### src/rtl/level_sequencer_fsm_pkg.sv
// Shared types and width helpers for the level sequencer and the drawers
// that consume its level code.
package level_pkg;

  // Game-progress states. Encodings 5..7 are unused and recover to ARM.
  typedef enum logic [2:0] {
    ST_ARM       = 3'd0,
    ST_PLAY      = 3'd1,
    ST_TRANS     = 3'd2,
    ST_WIN       = 3'd3,
    ST_GAME_OVER = 3'd4
  } lvl_state_t;

  // Level code of the first playable level, shared with the level-select muxes.
  localparam int FIRST_LEVEL = 0;

  // Width of the level index. Never narrower than one bit.
  function automatic int lvlWidth(input int numLevels);
    return (numLevels <= 2) ? 1 : $clog2(numLevels);
  endfunction

  // Width of the lives counter. It must be able to hold LIVES itself, not just LIVES-1.
  function automatic int lifeWidth(input int lives);
    return (lives <= 1) ? 1 : $clog2(lives + 1);
  endfunction

  // Width of a counter that runs 0..n-1.
  function automatic int cntWidth(input int n);
    return (n <= 2) ? 1 : $clog2(n);
  endfunction

endpackage

### src/rtl/level_sequencer_fsm_edge_rise_det.sv
// One-bit registered rising-edge detector. The history register follows the
// input every cycle. The rise output is registered, so it appears one cycle
// after the clock edge that first samples the input high.
module edge_rise_det (
  input  logic clk,
  input  logic reset,
  input  logic level_i,
  output logic rise_o
);

  logic prev_q;
  logic rise_q;

  // Track the previous input level and register the rise condition.
  always_ff @(posedge clk or posedge reset) begin
    if (reset) begin
      prev_q <= 1'b0;
      rise_q <= 1'b0;
    end else begin
      prev_q <= level_i;
      rise_q <= level_i & ~prev_q;
    end
  end

  assign rise_o = rise_q;

endmodule

### src/rtl/level_sequencer_fsm.sv
// Game-progress controller: arms after reset or restart, runs the playable
// levels with a lives counter, and inserts a timed transition window after
// each level-up or retry. WIN and GAME_OVER are left only by a restart request
// or a reset. All outputs are registered.
module level_sequencer_fsm
  import level_pkg::*;
#(
  parameter int NUM_LEVELS   = 4,
  parameter int LIVES        = 3,
  parameter int ARM_CYCLES   = 2,
  parameter int TRANS_CYCLES = 16
) (
  input  logic                            clk,
  input  logic                            reset,
  input  logic                            playerDied,
  input  logic                            finishFlag,
  input  logic                            restartReq,
  output logic [lvlWidth(NUM_LEVELS)-1:0] levelCode,
  output logic [lifeWidth(LIVES)-1:0]     livesLeft,
  output logic                            levelUp,
  output logic                            levelRestart,
  output logic                            inTransition,
  output logic                            win,
  output logic                            gameOver
);

  localparam int LVL_W   = lvlWidth(NUM_LEVELS);
  localparam int LIFE_W  = lifeWidth(LIVES);
  localparam int ARM_W   = cntWidth(ARM_CYCLES);
  localparam int TRANS_W = cntWidth(TRANS_CYCLES);

  localparam logic [LVL_W-1:0]   LVL_FIRST  = LVL_W'(FIRST_LEVEL);
  localparam logic [LVL_W-1:0]   LVL_LAST   = LVL_W'(NUM_LEVELS - 1);
  localparam logic [LVL_W-1:0]   LVL_ONE    = LVL_W'(1);
  localparam logic [LIFE_W-1:0]  LIFE_INIT  = LIFE_W'(LIVES);
  localparam logic [LIFE_W-1:0]  LIFE_ONE   = LIFE_W'(1);
  localparam logic [ARM_W-1:0]   ARM_LAST   = ARM_W'(ARM_CYCLES - 1);
  localparam logic [ARM_W-1:0]   ARM_ONE    = ARM_W'(1);
  localparam logic [TRANS_W-1:0] TRANS_LAST = TRANS_W'(TRANS_CYCLES - 1);
  localparam logic [TRANS_W-1:0] TRANS_ONE  = TRANS_W'(1);

  lvl_state_t state_q, state_d;
  lvl_state_t sampledState_q;

  logic [ARM_W-1:0]   armCnt_q, armCnt_d;
  logic [TRANS_W-1:0] transCnt_q, transCnt_d;
  logic [LVL_W-1:0]   levelCode_q, levelCode_d;
  logic [LIFE_W-1:0]  livesLeft_q, livesLeft_d;
  logic               levelUp_q, levelUp_d;
  logic               levelRestart_q, levelRestart_d;
  logic               inTransition_q, inTransition_d;
  logic               win_q, win_d;
  logic               gameOver_q, gameOver_d;

  logic diedRiseRaw, finishRiseRaw, restartRiseRaw;
  logic riseValid;
  logic diedRise, finishRise, restartRise;

  edge_rise_det diedDet (
    .clk     (clk),
    .reset   (reset),
    .level_i (playerDied),
    .rise_o  (diedRiseRaw)
  );

  edge_rise_det finishDet (
    .clk     (clk),
    .reset   (reset),
    .level_i (finishFlag),
    .rise_o  (finishRiseRaw)
  );

  edge_rise_det restartDet (
    .clk     (clk),
    .reset   (reset),
    .level_i (restartReq),
    .rise_o  (restartRiseRaw)
  );

  // A registered rise belongs to the state the FSM was in when the input was
  // sampled. Act on it only if the FSM is still in that state. A rise caught
  // during ARM or TRANS then cannot leak into the first PLAY cycle.
  always_comb begin
    riseValid   = (sampledState_q == state_q);
    diedRise    = diedRiseRaw & riseValid;
    finishRise  = finishRiseRaw & riseValid;
    restartRise = restartRiseRaw & riseValid;
  end

  // Next-state, counter and output logic. Death takes priority over finish.
  always_comb begin
    state_d        = state_q;
    armCnt_d       = armCnt_q;
    transCnt_d     = transCnt_q;
    levelCode_d    = levelCode_q;
    livesLeft_d    = livesLeft_q;
    levelUp_d      = 1'b0;
    levelRestart_d = 1'b0;

    case (state_q)
      ST_ARM: begin
        if (armCnt_q == ARM_LAST) begin
          armCnt_d = '0;
          state_d  = ST_PLAY;
        end else begin
          armCnt_d = armCnt_q + ARM_ONE;
        end
      end

      ST_PLAY: begin
        if (diedRise) begin
          if (livesLeft_q > LIFE_ONE) begin
            livesLeft_d    = livesLeft_q - LIFE_ONE;
            levelRestart_d = 1'b1;
            transCnt_d     = '0;
            state_d        = ST_TRANS;
          end else begin
            livesLeft_d = '0;
            state_d     = ST_GAME_OVER;
          end
        end else if (finishRise) begin
          if (levelCode_q < LVL_LAST) begin
            levelCode_d = levelCode_q + LVL_ONE;
            levelUp_d   = 1'b1;
            transCnt_d  = '0;
            state_d     = ST_TRANS;
          end else begin
            state_d = ST_WIN;
          end
        end
      end

      ST_TRANS: begin
        if (transCnt_q == TRANS_LAST) begin
          transCnt_d = '0;
          state_d    = ST_PLAY;
        end else begin
          transCnt_d = transCnt_q + TRANS_ONE;
        end
      end

      ST_WIN, ST_GAME_OVER: begin
        if (restartRise) begin
          levelCode_d = LVL_FIRST;
          livesLeft_d = LIFE_INIT;
          armCnt_d    = '0;
          transCnt_d  = '0;
          state_d     = ST_ARM;
        end
      end

      default: begin
        state_d     = ST_ARM;
        armCnt_d    = '0;
        transCnt_d  = '0;
        levelCode_d = LVL_FIRST;
        livesLeft_d = LIFE_INIT;
      end
    endcase

    inTransition_d = (state_d == ST_TRANS);
    win_d          = (state_d == ST_WIN);
    gameOver_d     = (state_d == ST_GAME_OVER);
  end

  // State, counters and registered outputs. Reset is asynchronous.
  always_ff @(posedge clk or posedge reset) begin
    if (reset) begin
      state_q        <= ST_ARM;
      sampledState_q <= ST_ARM;
      armCnt_q       <= '0;
      transCnt_q     <= '0;
      levelCode_q    <= LVL_FIRST;
      livesLeft_q    <= LIFE_INIT;
      levelUp_q      <= 1'b0;
      levelRestart_q <= 1'b0;
      inTransition_q <= 1'b0;
      win_q          <= 1'b0;
      gameOver_q     <= 1'b0;
    end else begin
      state_q        <= state_d;
      sampledState_q <= state_q;
      armCnt_q       <= armCnt_d;
      transCnt_q     <= transCnt_d;
      levelCode_q    <= levelCode_d;
      livesLeft_q    <= livesLeft_d;
      levelUp_q      <= levelUp_d;
      levelRestart_q <= levelRestart_d;
      inTransition_q <= inTransition_d;
      win_q          <= win_d;
      gameOver_q     <= gameOver_d;
    end
  end

  assign levelCode    = levelCode_q;
  assign livesLeft    = livesLeft_q;
  assign levelUp      = levelUp_q;
  assign levelRestart = levelRestart_q;
  assign inTransition = inTransition_q;
  assign win          = win_q;
  assign gameOver     = gameOver_q;

endmodule

### config.mk
export PLATFORM = sky130hd
export DESIGN_NAME = level_sequencer_fsm
export DESIGN_NICKNAME = d
export VERILOG_FILES = /design/src/rtl/level_sequencer_fsm_pkg.sv /design/src/rtl/level_sequencer_fsm_edge_rise_det.sv /design/src/rtl/level_sequencer_fsm.sv
export SDC_FILE = /design/constraint.sdc
export NUM_CORES = 1
export LEC_CHECK = 0
export CAP_MARGIN = 40
export CORE_ASPECT_RATIO = 2
export CORE_MARGIN = 2
export CORE_UTILIZATION = 40
export DETAILED_ROUTE_END_ITERATION = 7
export HOLD_SLACK_MARGIN = 0.08
export PLACE_DENSITY_LB_ADDON = 0.12
export SLEW_MARGIN = 10
export SYNTH_ARGS = -nofsm -noshare
export SYNTH_HDL_FRONTEND = slang
export SYNTH_SLANG_ARGS = --single-unit
export TNS_END_PERCENT = 20
### constraint.sdc
create_clock -name clk -period 2.5 [get_ports clk]
set_clock_uncertainty 0.05 [all_clocks]
set_input_delay 0.75 -clock clk [delete_from_list [all_inputs] [get_ports clk]]
set_output_delay 0.75 -clock clk [all_outputs]
set_load 0.05 [all_outputs]
* Yosys cells after proc, flatten, opt, wreduce, memory -nomap -nowiden
Index checks and enable logic that the tools add are counted.
** Operators by class
- Bitwise operators :: 12
- Order comparisons :: 2
- Add/subtract/negate cells :: 4
- Reductions and logical operators :: 8
- Equal/unequal tests :: 17
- Mux-type cells :: 34
** Operators with widths (count)
- $mux W4 :: 6
- $mux W3 :: 6
- $pmux W4 S4 :: 1
- $mux W2 :: 7
- $eq A3 B2 Y1 const B :: 4
- $pmux W2 S3 :: 2
- $pmux W3 S4 :: 1
- $mux W1 :: 10
- $ne A2 B2 Y1 const B :: 5
- $reduce_and A5 Y1 :: 2
- $ne A3 B3 Y1 const B :: 3
- $and A1 B1 Y1 :: 6
- $eq A3 B3 Y1 const B :: 2
- $not A1 Y1 :: 6
- $reduce_or A2 Y1 :: 3
- $add A4 B1 Y4 const B :: 1
- $eq A4 B4 Y1 const B :: 1
- $eq A3 B1 Y1 const B :: 1
- $eq A3 B3 Y1 :: 1
- $logic_not A3 Y1 :: 1
- $pmux W1 S3 :: 1
- $reduce_and A3 Y1 :: 1
- $add A2 B1 Y2 const B :: 1
- $gt A2 B1 Y1 const B :: 1
- other kinds (4) :: 4
** Storage, ports and cells
- Register bits :: 26
- Word-level logic and storage cells :: 94
- Output and inout bits :: 9
- Bits of input ports :: 5

* Logic depth before layout (Yosys ltp)
Gate-level depths: netlist (run 1).
- Depth in word-level cells :: 6
- Gate-level depth with buffers :: 7
- Gate-level depth less buffers :: 6

* Cells and area by module
Synthesis (run 1) repeated with hierarchy kept, for this count alone.
** Unflattened totals
- Cells, all modules :: 126
- Area, all modules :: 1277.5 µm²
** By module, submodules not included
- level_sequencer_fsm :: sequential area each 503.0 µm², area each 1074.8 µm², instances 1, cells an instance 114
- edge_rise_det :: sequential area each 50.0 µm², area each 67.6 µm², instances 3, cells an instance 4

* Worst setup path before layout (run 1)
OpenSTA, ideal clock, no wires.
- Path type :: reg2reg
- Start :: register levelCode_q[0] (netlist: levelCode[0])
- End :: register transCnt_q[1]
- Period minus slack after synthesis :: 2.024 ns
- Cell stages (with the launch flop) :: 6
- Setup time :: 0.121 ns
- Buffers on the path :: 0
- Setup slack :: 0.476 ns
- Data arrival time :: 1.853 ns
- Required time :: 2.329 ns
- Path through :: dfrtp_1 ha_1 or3b_2 nand4b_1 nand4_1 a22o_1
** On the way
- Longest elaborated chain between the ends :: 3
** RTL lines
- from (decl) :: line level_sequencer_fsm.sv:47 : logic [LVL_W-1:0] levelCode_q, levelCode_d;
- from (signal assigned) :: line level_sequencer_fsm.sv:185 : levelCode_q <= levelCode_d;
- $lt A2 B2 Y1 :: line level_sequencer_fsm.sv:122 : if (levelCode_q < LVL_LAST) begin
- $ne A3 B3 Y1 (no source line)
- $reduce_and A5 Y1 (no source line)
- to (signal assigned) :: line level_sequencer_fsm.sv:184 : transCnt_q <= transCnt_d;
- to (decl) :: line level_sequencer_fsm.sv:46 : logic [TRANS_W-1:0] transCnt_q, transCnt_d;
No other way between the ends.
A chain may end at the register's enable or synchronous reset.

* Worst setup path after layout (run 1)
- Start :: register livesLeft_q[0] (netlist: livesLeft[0])
- End :: output port livesLeft[0]
** RTL lines
- from (decl) :: line level_sequencer_fsm.sv:48 : logic [LIFE_W-1:0] livesLeft_q, livesLeft_d;
- from (signal assigned) :: line level_sequencer_fsm.sv:186 : livesLeft_q <= livesLeft_d;
- to (decl) :: line level_sequencer_fsm.sv:19 : output logic [lifeWidth(LIVES)-1:0] livesLeft,
No word-level cell between the ends.

==> results of run 1 <==
Yosys cell counts, types with 3 or more instances:
master	number	area share
sky130_fd_sc_hd__inv_1	4	0.012
sky130_fd_sc_hd__dfrtp_1	24	0.48
sky130_fd_sc_hd__nand2_1	6	0.018
sky130_fd_sc_hd__o21ai_0	8	0.032
sky130_fd_sc_hd__nand3_1	4	0.016
sky130_fd_sc_hd__a22o_1	3	0.021
sky130_fd_sc_hd__nand2b_1	5	0.025
sky130_fd_sc_hd__nor2b_1	11	0.054
sky130_fd_sc_hd__a21oi_1	7	0.028
sky130_fd_sc_hd__nor2_1	10	0.030
report_power, final:
part           leakage [nW]  internal, mW  switching, mW
combinational         0.301         0.377          0.563
sequential            0.334         0.547          0.130
clock                0.0228         0.114          0.123
total                 0.658          1.04          0.816
registers in the layout, summed over array words and instances, names as in the netlist, 2 cells and up:
| name | cells |
|---|---|
| levelCode | 2 |
| livesLeft | 2 |
| sampledState_q | 3 |
| state_q | 3 |
| transCnt_q | 4 |
worst paths after layout:
| check | startpoint | end | slack (ns) | depth (start not counted) |
|---|---|---|---|---|
| worst max-delay path | livesLeft[0]$_DFFE_PP1P_ | livesLeft[0] | 0.08 | 1 |
| worst min-delay path | finishDet.prev_q$_DFF_PP0_ | finishDet.rise_o$_DFF_PP0_ | 0.35 | 1 |
| worst max register to register | state_q[1]$_DFF_PP0_ | win$_DFF_PP0_ | 0.56 | 5 |
| worst min register to register | finishDet.prev_q$_DFF_PP0_ | finishDet.rise_o$_DFF_PP0_ | 0.35 | 1 |
| max in group asynchronous | reset | livesLeft[1]$_DFFE_PP1P_ | 1.31 | 3 |
| min in group asynchronous | reset | inTransition$_DFF_PP0_ | 0.79 | 3 |
layer usage:
layer | global-route usage | wire (um) | vias up
met5 | 0 | 0 | -
met4 | 0.07989 | 70 | 0
met3 | 0.01948 | 38 | 7
met2 | 0.2674 | 1387 | 11
met1 | 0.1737 | 904 | 451
li1 | - | - | 448
metrics by stage:
stage,utilization,power [mW],hold slack [ns],setup slack [ns]
after floorplan,-,1.368,0.3245,0.4756
after global routing,0.4971,1.985,0.3800,0.03471
after detailed placement,0.4819,1.632,0.3326,0.3694
after CTS,0.4971,1.872,0.3574,0.06819
final,0.4971,1.854,0.3535,0.07777
after global placement,0.4819,1.609,0.3384,0.3761
cells by family (layout without fill, tap and decap cells):
family / after synthesis / count (layout) / synth area share
AO/OA/AOI/OAI: 30 / 30 / 0.1535
multiplexers: 3 / 3 / 0.02772
XOR/XNOR: 4 / 4 / 0.04258
AND/OR/NAND/NOR: 45 / 45 / 0.2089
buffers and inverters: 8 / 25 / 0.03069
flip-flops: 26 / 26 / 0.5168
adder cells (fa/ha/maj): 2 / 2 / 0.01980
final cells by class:
type | instances | area share
Inverter | 4 | 0.01014
Tap cell | 30 | 0.02536
Multi-Input combinational cell | 84 | 0.3863
Clock buffer | 4 | 0.03043
Sequential cell | 26 | 0.4413
Timing Repair Buffer | 17 | 0.1065
==> impl_metrics.py, run 1 <==
metrics = {
    "status": {
        "run_status": "finished, final reports clean",
    },
    "timing": {
        "worst_pin_slew_ns": 0.5190,
        "maxSlewViolCount": 0,
        "timing.slew.headroom": 0.6540,
        "setup_repair_after_global_routing_missed_its_margin": "false",
        "final-setup-viol-count": 0,
        "min_period_ns": 2.422,
        "setup_total_negative_slack_ns": 0,
        "timing.final.hold_violations": 0,
        "layout_worst_path_cycle_share": 0.9689,
        "max_clock_freq_mhz": 412.8,
    },
    "worst_setup_path": {
        "criticalPathCategory": "reg2out",
        "timing.critical_path.cells": "clkdlybuf4s50_1",
        "arrival_ns": 1.62,
        "cp_top_family": "buffers and inverters",
        "setup.worst_path.end_class": "primary output",
        "crit_path_start_kind": "flop",
        "cp_slowest_stage_delay_ns": 0.80,
        "critical_path.max_fanout": 4,
        "timing.critical_path.buf_inv": 1,
        "timing.critical_path.slowest_stage_cell": "sky130_fd_sc_hd__clkdlybuf4s50_1",
        "critPathRequiredTime_ns": 1.70,
    },
    "floorplan": {
        "core_area_sq_mm": 0.002978,
        "fp.dieArea_sq_mm": 0.003652,
        "die_boundary_width_um": 43.75,
        "placementRows": 28,
        "initial_utilization": 0.4244,
        "die_height_um": 83.49,
        "io_pins": 14,
    },
    "global_routing": {
        "antenna_found_initial": 0,
        "grt_first_pass_wirelength_um": 4284,
        "grt_util_all_layers": 0.1542,
        "grt_start_max_net_pins": 27,
        "grt_pass1_vias": 939,
        "global_route.overflow_total": 0,
    },
    "routing": {
        "detail_route.vias_per_cell": 5.558,
        "dr.first_iter.drc_count": 28,
        "routedWlPerCell_um": 14.55,
        "vias": 917,
        "first_pass_iters": 4,
        "drt-total-wl_um": 2401,
        "drc_errors": 0,
        "route.antenna.remaining_nets": 0,
    },
    "clock_tree": {
        "cts_htree_levels": 1,
        "clock-sinks": 26,
        "tritoncts.num_buffers": 3,
        "post_cts_resized": 0,
        "postCtsHoldBufs": 0,
        "root_buffer": "sky130_fd_sc_hd__clkbuf_8",
        "cts_post_setup_buffers_inserted": 0,
        "cts.path.max_buffers": 2,
        "cts_tree": "done",
        "clk_lat_worst_skew_ns": 0.27,
        "cts.clk_slew.worst_paths_ns": 0.09,
    },
    "synth": {
        "synth.yosys.warnings": 0,
        "postSynth.asyncResetShare": 1.000,
        "synth.lib_cells_used.distinct": 37,
        "number_of_synthesized_flops_with_an_enable_pin": 0,
        "synth_area_sq_mm": 0.001264,
        "post_synth.cell_area_avg_sq_um": 10.71,
        "cell_count_after_synthesis": 118,
        "synth.ff_latch_count": 26,
        "postSynthNetCount": 125,
        "synth_seq_area_share": 0.5168,
        "ys_dominant_reg_cell": "sky130_fd_sc_hd__dfrtp_1",
    },
    "cells_and_area": {
        "num-nets-final": 143,
        "layout.area.seq_sq_um": 653.1,
        "multi_input_area_sq_um": 571.8,
        "drive_gt1_frac": 0.1185,
        "num-fill-cells": 271,
        "most_frequent_cells_in_the_layout": "sky130_fd_sc_hd__dfrtp_1 (24), sky130_fd_sc_hd__clkdlybuf4s50_1 (12), sky130_fd_sc_hd__nor2b_1 (11), sky130_fd_sc_hd__nor2_1 (10), sky130_fd_sc_hd__o21ai_0 (8)",
        "n_antenna_cell": 0,
        "postLayoutCellArea_sq_mm": 0.001480,
        "fin_cells": 165,
        "final_common_cell": "sky130_fd_sc_hd__dfrtp_1",
        "flow.area_growth_from_synthesis_pct": 17.13,
    },
    "placed_design": {
        "placed_cell_area_sq_mm": 0.001435,
        "gp_congestion": 0.8353,
        "placed_cells": 161,
        "count_of_input_and_output_buffers": 13,
        "place_hpwl_um": 1825,
    },
    "power_and_ir_drop": {
        "max-vdd-ir-drop_uv": 673.0,
        "power_density_mw_per_mm2": 1253,
        "p_leak_nw": 0.6581,
    },
    "min_path": {
        "hold_class": "reg2reg",
    },
    "run": {
        "drv_cap": 0,
    },
}
Note: power is estimated with default switching activity, not from simulation.
==> run 2: changes to the inputs <==
--- a/config.mk
+++ b/config.mk
@@ -12,7 +12,7 @@
 export DETAILED_ROUTE_END_ITERATION = 7
 export HOLD_SLACK_MARGIN = 0.08
 export PLACE_DENSITY_LB_ADDON = 0.12
-export SLEW_MARGIN = 10
+export SLEW_MARGIN = 30
 export SYNTH_ARGS = -nofsm -noshare
 export SYNTH_HDL_FRONTEND = slang
 export SYNTH_SLANG_ARGS = --single-unit
==> results of run 2 <==
The final DEF is identical to that of run 1; final timing and power are the same.
==> run 3: changes to the inputs <==
--- a/config.mk
+++ b/config.mk
@@ -8,7 +8,7 @@
 export CAP_MARGIN = 40
 export CORE_ASPECT_RATIO = 2
 export CORE_MARGIN = 2
-export CORE_UTILIZATION = 40
+export CORE_UTILIZATION = 45
 export DETAILED_ROUTE_END_ITERATION = 7
 export HOLD_SLACK_MARGIN = 0.08
 export PLACE_DENSITY_LB_ADDON = 0.12
==> run 3 against run 2 <==
  * Sequential share of layout area is essentially flat
  * Combinational power up 1%
  * Power increased by 0.97%
  * Largest cell class unchanged
  * Flip-flop and latch count is the same
  * Clock power is 2% higher
==> impl_metrics.py, run 3 (same netlist as run 1, synthesis figures left out) <==
metrics = {
    "cells_and_area": {
        "num-nets-final": 143,
        "largest_register_ffs": 4,
        "flow.area_growth_from_synthesis_pct": 17.23,
        "multi_input_area_sq_um": 571.8,
        "num-fill-cells": 253,
        "final_common_cell": "sky130_fd_sc_hd__dfrtp_1",
        "largest_reg_by_ff_count": "transCnt_q",
        "drive_gt1_frac": 0.1111,
        "layout.area.seq_sq_um": 653.1,
        "postLayoutCellArea_sq_mm": 0.001481,
        "most_frequent_cells_in_the_layout": "sky130_fd_sc_hd__dfrtp_1 (24), sky130_fd_sc_hd__clkdlybuf4s50_1 (13), sky130_fd_sc_hd__nor2b_1 (11), sky130_fd_sc_hd__nor2_1 (10), sky130_fd_sc_hd__o21ai_0 (8)",
        "fin_cells": 164,
        "n_antenna_cell": 0,
        "layout_top_registers": "transCnt_q: 4 flops, sampledState_q: 3 flops, state_q: 3 flops",
    },
    "floorplan": {
        "die_height_um": 78.94,
        "die_boundary_width_um": 41.47,
        "io_pins": 14,
        "fp.dieArea_sq_mm": 0.003274,
        "core_area_sq_mm": 0.002703,
        "placementRows": 27,
        "initial_utilization": 0.4676,
    },
    "power_and_ir_drop": {
        "max-vdd-ir-drop_uv": 797.3,
        "power_density_mw_per_mm2": 1264,
        "p_leak_nw": 0.6571,
        "combinationalPowerShare": 0.509,
        "internal-power_mw": 1.041,
        "switching_power_mw": 0.8306,
        "p_sw_frac": 0.4437,
        "share_clk_of_total_power": 0.129,
        "seqPwrFrac": 0.362,
    },
    "global_routing": {
        "grt_start_max_net_pins": 27,
        "grt_util_all_layers": 0.1653,
        "grt_first_pass_wirelength_um": 4229,
        "global_route.overflow_total": 0,
        "antenna_found_initial": 0,
        "grt_pass1_vias": 960,
    },
    "timing": {
        "setup_repair_after_global_routing_missed_its_margin": "false",
        "final-setup-viol-count": 0,
        "maxSlewViolCount": 0,
        "worst_pin_slew_ns": 0.5380,
        "setup_total_negative_slack_ns": 0,
        "layout_worst_path_cycle_share": 0.9771,
        "timing.final.hold_violations": 0,
        "final.hold.worst_slack_ns": 0.3453,
        "min_period_ns": 2.443,
        "max_clock_freq_mhz": 409.4,
        "timing.slew.headroom": 0.6413,
    },
    "routing": {
        "vias": 904,
        "detail_route.vias_per_cell": 5.512,
        "drc_errors": 0,
        "drt-total-wl_um": 2490,
        "first_pass_iters": 4,
        "dr.first_iter.drc_count": 19,
        "routedWlPerCell_um": 15.18,
        "route.antenna.remaining_nets": 0,
    },
    "min_path": {
        "hold_class": "reg2reg",
        "min_delay_path_depth": 1,
    },
    "clock_tree": {
        "clk_lat_worst_skew_ns": 0.27,
        "cts_htree_levels": 1,
        "cts.path.max_buffers": 2,
        "cts_post_setup_buffers_inserted": 0,
        "cts_tree": "done",
        "cts.clk_slew.worst_paths_ns": 0.08,
        "tritoncts.num_buffers": 3,
        "root_buffer": "sky130_fd_sc_hd__clkbuf_8",
        "clock-sinks": 26,
        "postCtsHoldBufs": 0,
        "post_cts_resized": 0,
    },
    "worst_setup_path": {
        "timing.critical_path.buf_inv": 1,
        "criticalPathCategory": "reg2out",
        "crit_path_start_kind": "flop",
        "critPathRequiredTime_ns": 1.70,
        "cp_top_family": "buffers and inverters",
        "rr_worst_depth": 5,
        "timing.critical_path.cells": "clkdlybuf4s50_1",
        "timing.critical_path.slowest_stage_cell": "sky130_fd_sc_hd__clkdlybuf4s50_1",
        "cp_slowest_stage_delay_ns": 0.80,
        "arrival_ns": 1.64,
        "critical_path.max_fanout": 5,
        "setup.worst_path.end_class": "primary output",
        "cp_num_cells": 1,
    },
    "placed_design": {
        "gp_congestion": 0.8254,
        "place_hpwl_um": 1901,
        "count_of_input_and_output_buffers": 13,
        "placed_cell_area_sq_mm": 0.001436,
        "placed_cells": 160,
    },
    "status": {
        "run_status": "finished, final reports clean",
    },
    "run": {
        "drv_cap": 0,
    },
}
[run 3: cell count changes in the layout (fill, tap and decap cells not counted), sizes merged]
cell,previous run,this run
clkdlybuf4s50,12,13
buf,5,4
[run 3: power groups by stage]
stage,clock network [mW],logic [mW],registers [mW]
3_5_place_dp,0,0.952,0.687
5_1_grt,0.257,1.03,0.695
4_1_cts,0.246,0.955,0.679
6_report,0.241,0.952,0.678
2_1_floorplan,0,0.546,0.822
3_3_place_gp,0,0.932,0.675
[run 3: area by class of cell]
cell class	instances	area share
flip-flops and latches	26	0.4409
multi-input cells	84	0.3860
repair buffers	17	0.1081
clock buffers	4	0.03041
well taps	29	0.02449
inverters	4	0.01014
[run 3: metrics by stage]
step / util / power, mW / worst slack [ns]
2_1_floorplan: - / 1.368 / 0.4756
3_3_place_gp: 0.5315 / 1.606 / 0.3646
3_5_place_dp: 0.5315 / 1.639 / 0.3594
4_1_cts: 0.5481 / 1.880 / 0.05312
5_1_grt: 0.5481 / 1.985 / 0.02848
6_report: 0.5481 / 1.872 / 0.05732
[run 3: final timing paths]
check                                            from                    endpoint  slack, ns
min                        finishDet.prev_q$_DFF_PP0_  finishDet.rise_o$_DFF_PP0_       0.35
max in group asynchronous                       reset    livesLeft[0]$_DFFE_PP1P_       1.33
max                          livesLeft[1]$_DFFE_PP1P_                livesLeft[1]       0.06
min reg2reg                finishDet.prev_q$_DFF_PP0_  finishDet.rise_o$_DFF_PP0_       0.35
max reg2reg                      state_q[1]$_DFF_PP0_               win$_DFF_PP0_       0.54
min in group asynchronous                       reset      inTransition$_DFF_PP0_       0.78
[run 3: worst register-to-register path: stages, from the launching register on]
cell                      delay, ns
sky130_fd_sc_hd__dfrtp_1       0.58
sky130_fd_sc_hd__xor2_4        0.28
sky130_fd_sc_hd__nor3_4        0.28
sky130_fd_sc_hd__nand2_1       0.14
sky130_fd_sc_hd__a311o_1       0.37
sky130_fd_sc_hd__nor2b_1       0.14
[run 3: metal layers]
metal  vias up  part of all wire  track usage
met5         -                 0            0
met3         5             0.016      0.01364
met1       442              0.39       0.1742
met2        11              0.57       0.3203
met4         0             0.021      0.07097
li1        446                 -            -
